**src/rtl/mem_swap_ctrl_if.sv**
```systemverilog
// mem_swap_ctrl_if: control/host bundle for the mem_swap_ctrl swap engine.
//   master (host side):  drives start, mode, addr_a, addr_b, wr_en, wr_addr,
//                        wr_data, rd_addr; receives rd_data, busy, done,
//                        wr_reject, op_cnt.
//   slave (engine side): the mirror image.
interface mem_swap_ctrl_if #(
  parameter int WIDTH  = 8,
  parameter int ADDR_W = 4,
  parameter int CNT_W  = 16
);
  logic              start;
  logic              mode;
  logic [ADDR_W-1:0] addr_a;
  logic [ADDR_W-1:0] addr_b;
  logic              wr_en;
  logic [ADDR_W-1:0] wr_addr;
  logic [WIDTH-1:0]  wr_data;
  logic [ADDR_W-1:0] rd_addr;
  logic [WIDTH-1:0]  rd_data;
  logic              busy;
  logic              done;
  logic              wr_reject;
  logic [CNT_W-1:0]  op_cnt;

  modport master (
    output start, mode, addr_a, addr_b, wr_en, wr_addr, wr_data, rd_addr,
    input  rd_data, busy, done, wr_reject, op_cnt
  );

  modport slave (
    input  start, mode, addr_a, addr_b, wr_en, wr_addr, wr_data, rd_addr,
    output rd_data, busy, done, wr_reject, op_cnt
  );
endinterface

```
**src/rtl/mem_swap_ctrl.sv**
```systemverilog
// mem_swap_ctrl: WIDTH x 2**ADDR_W register file with a host write/read port
// and a sequencer that swaps two entries through a temp register (mode=0)
// or copies entry A into entry B (mode=1).
// Ports:
//   clk      rising-edge clock
//   reset_n  asynchronous active-low reset; clears array, temp, counters
//   bus      mem_swap_ctrl_if.slave:
//              start/mode/addr_a/addr_b  operation request (taken in IDLE)
//              wr_en/wr_addr/wr_data     host write (accepted only in IDLE)
//              rd_addr/rd_data           registered read, read-before-write
//              busy/done/wr_reject       status (all registered)
//              op_cnt                    completed-operation counter (wraps)
module mem_swap_ctrl #(
  parameter int WIDTH  = 8,
  parameter int ADDR_W = 4,
  parameter int CNT_W  = 16
) (
  input  logic            clk,
  input  logic            reset_n,
  mem_swap_ctrl_if.slave  bus
);
  localparam int DEPTH = 1 << ADDR_W;

  typedef enum logic [2:0] {
    IDLE, RD_A, WR_A, WR_B, COPY, DONE
  } state_t;

  state_t            state_reg;
  logic [ADDR_W-1:0] addr_a_reg;
  logic [ADDR_W-1:0] addr_b_reg;
  logic [WIDTH-1:0]  temp_reg;
  logic [WIDTH-1:0]  rd_data_reg;
  logic              busy_reg;
  logic              done_reg;
  logic              wr_reject_reg;
  logic [CNT_W-1:0]  op_cnt_reg;
  logic [WIDTH-1:0]  mem_reg [DEPTH];

  // Single array write port shared by the host (IDLE only) and the sequencer.
  logic              mem_we;
  logic [ADDR_W-1:0] mem_waddr;
  logic [WIDTH-1:0]  mem_wdata;

  always_comb begin
    mem_we    = 1'b0;
    mem_waddr = bus.wr_addr;
    mem_wdata = bus.wr_data;
    case (state_reg)
      IDLE: mem_we = bus.wr_en;
      WR_A: begin
        mem_we    = 1'b1;
        mem_waddr = addr_a_reg;
        mem_wdata = mem_reg[addr_b_reg];
      end
      WR_B: begin
        mem_we    = 1'b1;
        mem_waddr = addr_b_reg;
        mem_wdata = temp_reg;
      end
      COPY: begin
        mem_we    = 1'b1;
        mem_waddr = addr_b_reg;
        mem_wdata = mem_reg[addr_a_reg];
      end
      default: mem_we = 1'b0;
    endcase
  end

  // The array must clear on reset, so it is built from flops rather than RAM.
  always_ff @(posedge clk or negedge reset_n) begin
    if (!reset_n) begin
      for (int i = 0; i < DEPTH; i++) mem_reg[i] <= '0;
    end else if (mem_we) begin
      mem_reg[mem_waddr] <= mem_wdata;
    end
  end

  always_ff @(posedge clk or negedge reset_n) begin
    if (!reset_n) begin
      state_reg     <= IDLE;
      addr_a_reg    <= '0;
      addr_b_reg    <= '0;
      temp_reg      <= '0;
      rd_data_reg   <= '0;
      busy_reg      <= 1'b0;
      done_reg      <= 1'b0;
      wr_reject_reg <= 1'b0;
      op_cnt_reg    <= '0;
    end else begin
      // Old contents are returned even when the same edge writes the entry.
      rd_data_reg   <= mem_reg[bus.rd_addr];
      wr_reject_reg <= bus.wr_en && (state_reg != IDLE);
      done_reg      <= 1'b0;
      case (state_reg)
        IDLE: begin
          if (bus.start) begin
            addr_a_reg <= bus.addr_a;
            addr_b_reg <= bus.addr_b;
            busy_reg   <= 1'b1;
            // mode only selects the path, so the state itself holds it.
            if (bus.addr_a == bus.addr_b) begin
              state_reg <= DONE;
              done_reg  <= 1'b1;
            end else if (bus.mode) begin
              state_reg <= COPY;
            end else begin
              state_reg <= RD_A;
            end
          end
        end
        RD_A: begin
          temp_reg  <= mem_reg[addr_a_reg];
          state_reg <= WR_A;
        end
        WR_A: state_reg <= WR_B;
        WR_B: begin
          state_reg <= DONE;
          done_reg  <= 1'b1;
        end
        COPY: begin
          state_reg <= DONE;
          done_reg  <= 1'b1;
        end
        DONE: begin
          op_cnt_reg <= op_cnt_reg + 1'b1;
          state_reg  <= IDLE;
          busy_reg   <= 1'b0;
        end
        default: begin
          state_reg <= IDLE;
          busy_reg  <= 1'b0;
        end
      endcase
    end
  end

  assign bus.rd_data   = rd_data_reg;
  assign bus.busy      = busy_reg;
  assign bus.done      = done_reg;
  assign bus.wr_reject = wr_reject_reg;
  assign bus.op_cnt    = op_cnt_reg;
endmodule

```
**src/flat_wrapper.sv**
```systemverilog
// flat-port wrapper written by rule: the top's interface ports become plain ports
module mem_swap_ctrl_flat 
#(
  parameter int WIDTH  = 8,
  parameter int ADDR_W = 4,
  parameter int CNT_W  = 16
)
  (clk, reset_n, bus_start, bus_mode, bus_addr_a, bus_addr_b, bus_wr_en, bus_wr_addr, bus_wr_data, bus_rd_addr, bus_rd_data, bus_busy, bus_done, bus_wr_reject, bus_op_cnt);
  mem_swap_ctrl_if #(.WIDTH(WIDTH), .ADDR_W(ADDR_W), .CNT_W(CNT_W)) bus_i ();
  input  logic clk;
  input  logic reset_n;
  input wire logic [$bits(bus_i.start)-1:0] bus_start;
  input wire logic [$bits(bus_i.mode)-1:0] bus_mode;
  input wire logic [$bits(bus_i.addr_a)-1:0] bus_addr_a;
  input wire logic [$bits(bus_i.addr_b)-1:0] bus_addr_b;
  input wire logic [$bits(bus_i.wr_en)-1:0] bus_wr_en;
  input wire logic [$bits(bus_i.wr_addr)-1:0] bus_wr_addr;
  input wire logic [$bits(bus_i.wr_data)-1:0] bus_wr_data;
  input wire logic [$bits(bus_i.rd_addr)-1:0] bus_rd_addr;
  output wire logic [$bits(bus_i.rd_data)-1:0] bus_rd_data;
  output wire logic [$bits(bus_i.busy)-1:0] bus_busy;
  output wire logic [$bits(bus_i.done)-1:0] bus_done;
  output wire logic [$bits(bus_i.wr_reject)-1:0] bus_wr_reject;
  output wire logic [$bits(bus_i.op_cnt)-1:0] bus_op_cnt;
  assign bus_i.start = bus_start;
  assign bus_i.mode = bus_mode;
  assign bus_i.addr_a = bus_addr_a;
  assign bus_i.addr_b = bus_addr_b;
  assign bus_i.wr_en = bus_wr_en;
  assign bus_i.wr_addr = bus_wr_addr;
  assign bus_i.wr_data = bus_wr_data;
  assign bus_i.rd_addr = bus_rd_addr;
  assign bus_rd_data = bus_i.rd_data;
  assign bus_busy = bus_i.busy;
  assign bus_done = bus_i.done;
  assign bus_wr_reject = bus_i.wr_reject;
  assign bus_op_cnt = bus_i.op_cnt;
  mem_swap_ctrl #(.WIDTH(WIDTH), .ADDR_W(ADDR_W), .CNT_W(CNT_W)) u_core (.clk(clk), .reset_n(reset_n), .bus(bus_i));
endmodule
```
**config.mk**
```make
export PLATFORM = sky130hd
export DESIGN_NAME = mem_swap_ctrl_flat
export DESIGN_NICKNAME = d
export VERILOG_FILES = /design/src/rtl/mem_swap_ctrl_if.sv /design/src/rtl/mem_swap_ctrl.sv /design/src/flat_wrapper.sv
export SDC_FILE = /design/constraint.sdc
export NUM_CORES = 1
export LEC_CHECK = 0
export ABC_CLOCK_PERIOD_IN_PS = 3200
export BUFFER_PORTS_ARGS = -buffer_cell sky130_fd_sc_hd__buf_4
export CORE_UTILIZATION = 43
export DETAILED_ROUTE_END_ITERATION = 8
export GPL_TIMING_DRIVEN = 0
export PLACE_DENSITY = 0.68
export SLEW_MARGIN = 5
export SYNTH_ARGS = -nofsm -noshare
export SYNTH_HDL_FRONTEND = slang
export SYNTH_SLANG_ARGS = --single-unit
```
**constraint.sdc**
```tcl
create_clock -name clk -period 3.2 [get_ports clk]
set_input_delay 0.32 -clock clk [delete_from_list [all_inputs] [get_ports clk]]
set_output_delay 0.32 -clock clk [all_outputs]
set_load 0.005 [all_outputs]
```
==> metrics.md <==
| Metric | Value |
|---|---|
| Total Routing Usage GR | `between 30 and 40%` |
| Reg-to-reg slack, setup | `-0.002 ns` |
| Layout Skew | `approximately 0.014 ns` |
| Die Ht | `around 160 um` |
| Via count | `9,615` |
| Worst-Margin Slew | `1.304 ns` |
| Pwr per Cell Area | `approximately 1300 nW/um^2` |
| Fillcell total | `2,161` |
| CP Launch Type | `register` |
| WHS Path Cells | `3` |
| CTS tree | `built` |
| CP Depth | `7` |
| Buffers & Inverters on Critical Path | `3` |
| Max-slew violation count | `0` |
| Layout cells sized above 1 | `28.94%` |
| Syn_area_per_cell | `approximately 12 sq um` |
| Setup TNS | `-0.003389 ns` |
| Element type at the critical path end | `register` |
| Cell mode on critical path | `buf_2` |
| Die Area | `25,810 sq um` |
| Relative slew margins | `13.05%` |
| VDD IR-drop max | `roughly 0.00056 V` |
| 1st-iter DRT viols | `1,345` |
| RR Endpoint | `u_core.mem_reg[16]` |
| Delay-heaviest family, CP | `buffers and inverters` |
| CTS root buf | `clkbuf_16` |
| Synthesis-to-layout area growth | `14.93%` |
| IO Port Bufs | `52` |
| Grt ovf | `0` |
| DR pass1 iterations | `7` |
| Setup CP Type | `reg2reg` |
| Core Box Area | `24,530 sq um` |
| Lkg Pwr | `5.060 nW` |
| Clock latency on the worst-skew pair | `between 0.4 and 0.5 ns` |
| Syn nets | `947` |
| Layout Nets | `1,034` |
| Synth Flop Type | `dfrtp_1` |
| Placer Congestion | `1.001` |
| Clock sinks | `174` |
| Maxcap violations | `0` |
| Post-Syn Area | `roughly 11,000 sq um` |
| Number of global-route vias before repair | `9,401` |
| Global-route wire length before repair | `59,200 um` |
| Clock Pin Slew Worst Setup and Hold Paths | `approximately 0.080 ns` |
| Fin Hold WS | `between 0.1 and 0.15 ns` |
| H-Tree Depth | `4` |
| Post-DRT Antenna Nets | `0` |
| Clock Path Buffers | `2` |
| WP data required | `about 3.5 ns` |
| Seq cells post-synth | `174` |
| Crit share post-route | `100.1%` |
| Slowest CP cell | `clkbuf_1` |
| # rows | `57` |
| Unrepaired setup endpoints after global routing | `no` |
| Crit path cell chain | `buf_2 > buf_2 > a32oi_1 > nand2_1 > and4_1 > clkbuf_1 > mux2_2` |
| Yosys cell types | `55` |
| Asr flop ratio synth | `between 90% and 100%` |
| Initial antenna violation count | `0` |
| YS warnings | `0` |
| DRC | `0` |
| IO Count | `56` |
| Hold Startpoint | `bus_addr_a[1]` |
| Minimum clock period | `3.202 ns` |
| Post-synth EDFFs | `0` |
| Final setup violation count | `2` |
| Hold path endpoint | `u_core.addr_a_reg[1]` |
| Dpl ws | `-0.3321 ns` |
| Seq/Total Area, Yosys | `40.24%` |
| Total power | `0.01569 W` |
| Failing checks | `negative setup slack` |
| WL final | `between 30,000 and 40,000 um` |
| Syn Inst Count | `approximately 900` |
| Max reg flops | `between 100 and 150` |
| Fin. Hold Viols | `0` |
| Register area | `4354 sq um` |
| Status | `complete, but fails checks` |
| CTS Buf Count | `17` |
| Max Freq | `312.3 MHz` |
| Hpwl dp | `approximately 27,000 um` |
| Largest fanout on the critical path | `10` |
| Worst Hold Class | `in2reg` |
| Initial Util | `44.11%` |
| Largest net degree at the start of global routing | `about 120` |
| R2R depth | `7` |
| Die Width | `160.6 um` |
| Antenna cells | `0` |
| Final WS setup | `-0.002067 ns` |
| Crit path arrival time | `3.54 ns` |
| Slowest stage delay, CP | `0.60 ns` |
| Multi-input logic area | `6073 sq um` |
| Vias per cell | `7.175` |
| Origin of the critical flop-to-flop path | `u_core.addr_b_reg[0]` |
| Drt wl/cell | `29.60 um` |
Yosys cell counts (all sizes together) (7+ instances only):
cell type,instances,area share (%)
a22oi,14,0.97
nand3,11,0.55
nor2b,18,1.0
dfrtp,174,40
nand2,29,1.0
mux2i,77,7.1
a22o,21,1.7
mux4,66,14
a41oi,56,4.5
xnor2,12,0.97
buf,42,1.9
mux2,68,7.1
a2111oi,7,0.74
nor4,10,1.5
xor2,8,0.65
a21oi,10,0.46
clkbuf,59,2.0
inv,7,0.24
a32oi,8,0.65
and2,10,0.58
o21ai,11,0.51
and3,17,0.98
nor2,20,0.69
nor3,7,0.32
a31oi,96,5.5
nand2b,7,0.40
worst max path at each step:
stage	start	endpoint	slack [ns]
floorplan	u_core.addr_a_reg[2]	u_core.mem_reg[107]	0.72
global placement	u_core.addr_b_reg[1]	u_core.mem_reg[37]	-0.37
detailed placement	u_core.addr_b_reg[1]	u_core.mem_reg[36]	-0.33
CTS	u_core.state_reg[0]	u_core.mem_reg[0]	0.0008
global route	u_core.state_reg[1]	u_core.mem_reg[40]	0.002
finish	u_core.addr_b_reg[0]	u_core.mem_reg[16]	-0.002
power by group:
group | leakage [nW] | total, W | switching [W] | internal, W
Clock | 0.272 | 0.00208 | 0.00104 | 0.00104
Sequential | 2.10 | 0.00437 | 0.00115 | 0.00322
Combinational | 2.69 | 0.00924 | 0.00560 | 0.00364
Total | 5.06 | 0.0157 | 0.00779 | 0.00789
repair_timing:
action	4_1_cts	5_1_grt
setup endpoints to repair	86	72
endpoints found under the hold margin	59	0
gates resized for setup	12	14
pin swaps	1	5
setup buffers	2	12
hold buffers	1	0
cells by family (layout without fill, tap and decap cells):
kind of cell | count (synthesis) | after routing | synth area share [%]
simple gates | 152 | 152 | 8.695
buf+inv | 108 | 207 | 4.209
compound gates | 251 | 251 | 17.19
xor+xnor | 20 | 20 | 1.619
mux | 211 | 211 | 27.93
flops | 174 | 174 | 40.24
fa+ha+maj | 1 | 1 | 0.1156
layout by cell type, fill, tap and decap left out, types with 4 or more instances in the layout:
| master | n |
|---|---|
| clkbuf_2 | 10 |
| mux2i_1 | 77 |
| mux2_2 | 68 |
| a21oi_1 | 10 |
| inv_1 | 6 |
| buf_2 | 28 |
| a32oi_1 | 8 |
| nand3_1 | 10 |
| a41oi_1 | 56 |
| clkbuf_1 | 49 |
| dfrtp_1 | 174 |
| buf_1 | 7 |
| o21ai_0 | 11 |
| nand4_1 | 6 |
| a2111oi_0 | 4 |
| buf_4 | 67 |
| nor2b_1 | 18 |
| nor4_4 | 7 |
| a22oi_1 | 14 |
| nand2_1 | 29 |
| o22ai_1 | 4 |
| nor3_1 | 5 |
| nand2b_1 | 7 |
| inv_8 | 5 |
| xnor2_1 | 12 |
| xor2_1 | 8 |
| and4_1 | 6 |
| a31oi_1 | 96 |
| and2_1 | 10 |
| a222oi_1 | 4 |
| nor2_1 | 20 |
| and3_1 | 17 |
| a211oi_1 | 5 |
| a22o_1 | 21 |
| clkbuf_16 | 17 |
| a221oi_1 | 4 |
| mux4_2 | 66 |
| clkbuf_4 | 4 |
layout make-up:
cell class	count	share of cell area [%]
flip-flops and latches	174	35.01
clock inverters	14	1.177
multi-input cells	635	48.83
repair buffers	68	4.447
plain buffers	101	3.642
inverters	7	0.2113
well taps	324	3.260
clock buffers	17	3.421
worst register-to-register path: cells and delay by family, from the launching register on:
family	cells	cell delay [ns]
muxes	1	0.41
and+or+nand+nor	2	0.72
DFF	1	0.41
AOI/OAI and AO/OA	1	0.22
buffers and inverters	3	1.33
layer usage:
layer  global-route usage (%)  up-vias  wire length [um]
met3                    10.69      177              5374
met5                        0        -                 0
met2                    45.53      811             17280
met4                    17.97        0              2298
met1                    40.50     4752             14710
li1                         -     3875                 -
through the flow:
step / area [sq um] / utilization (%) / instances
after floorplan: 10820 / - / 917
after global placement: 11620 / 47.35 / 1293
after detailed placement: 11660 / 47.52 / 1294
after CTS: 12310 / 50.19 / 1328
after global routing: 12440 / 50.69 / 1340
final: 12440 / 50.69 / 1340
Note: power is estimated with default switching activity, not from simulation.
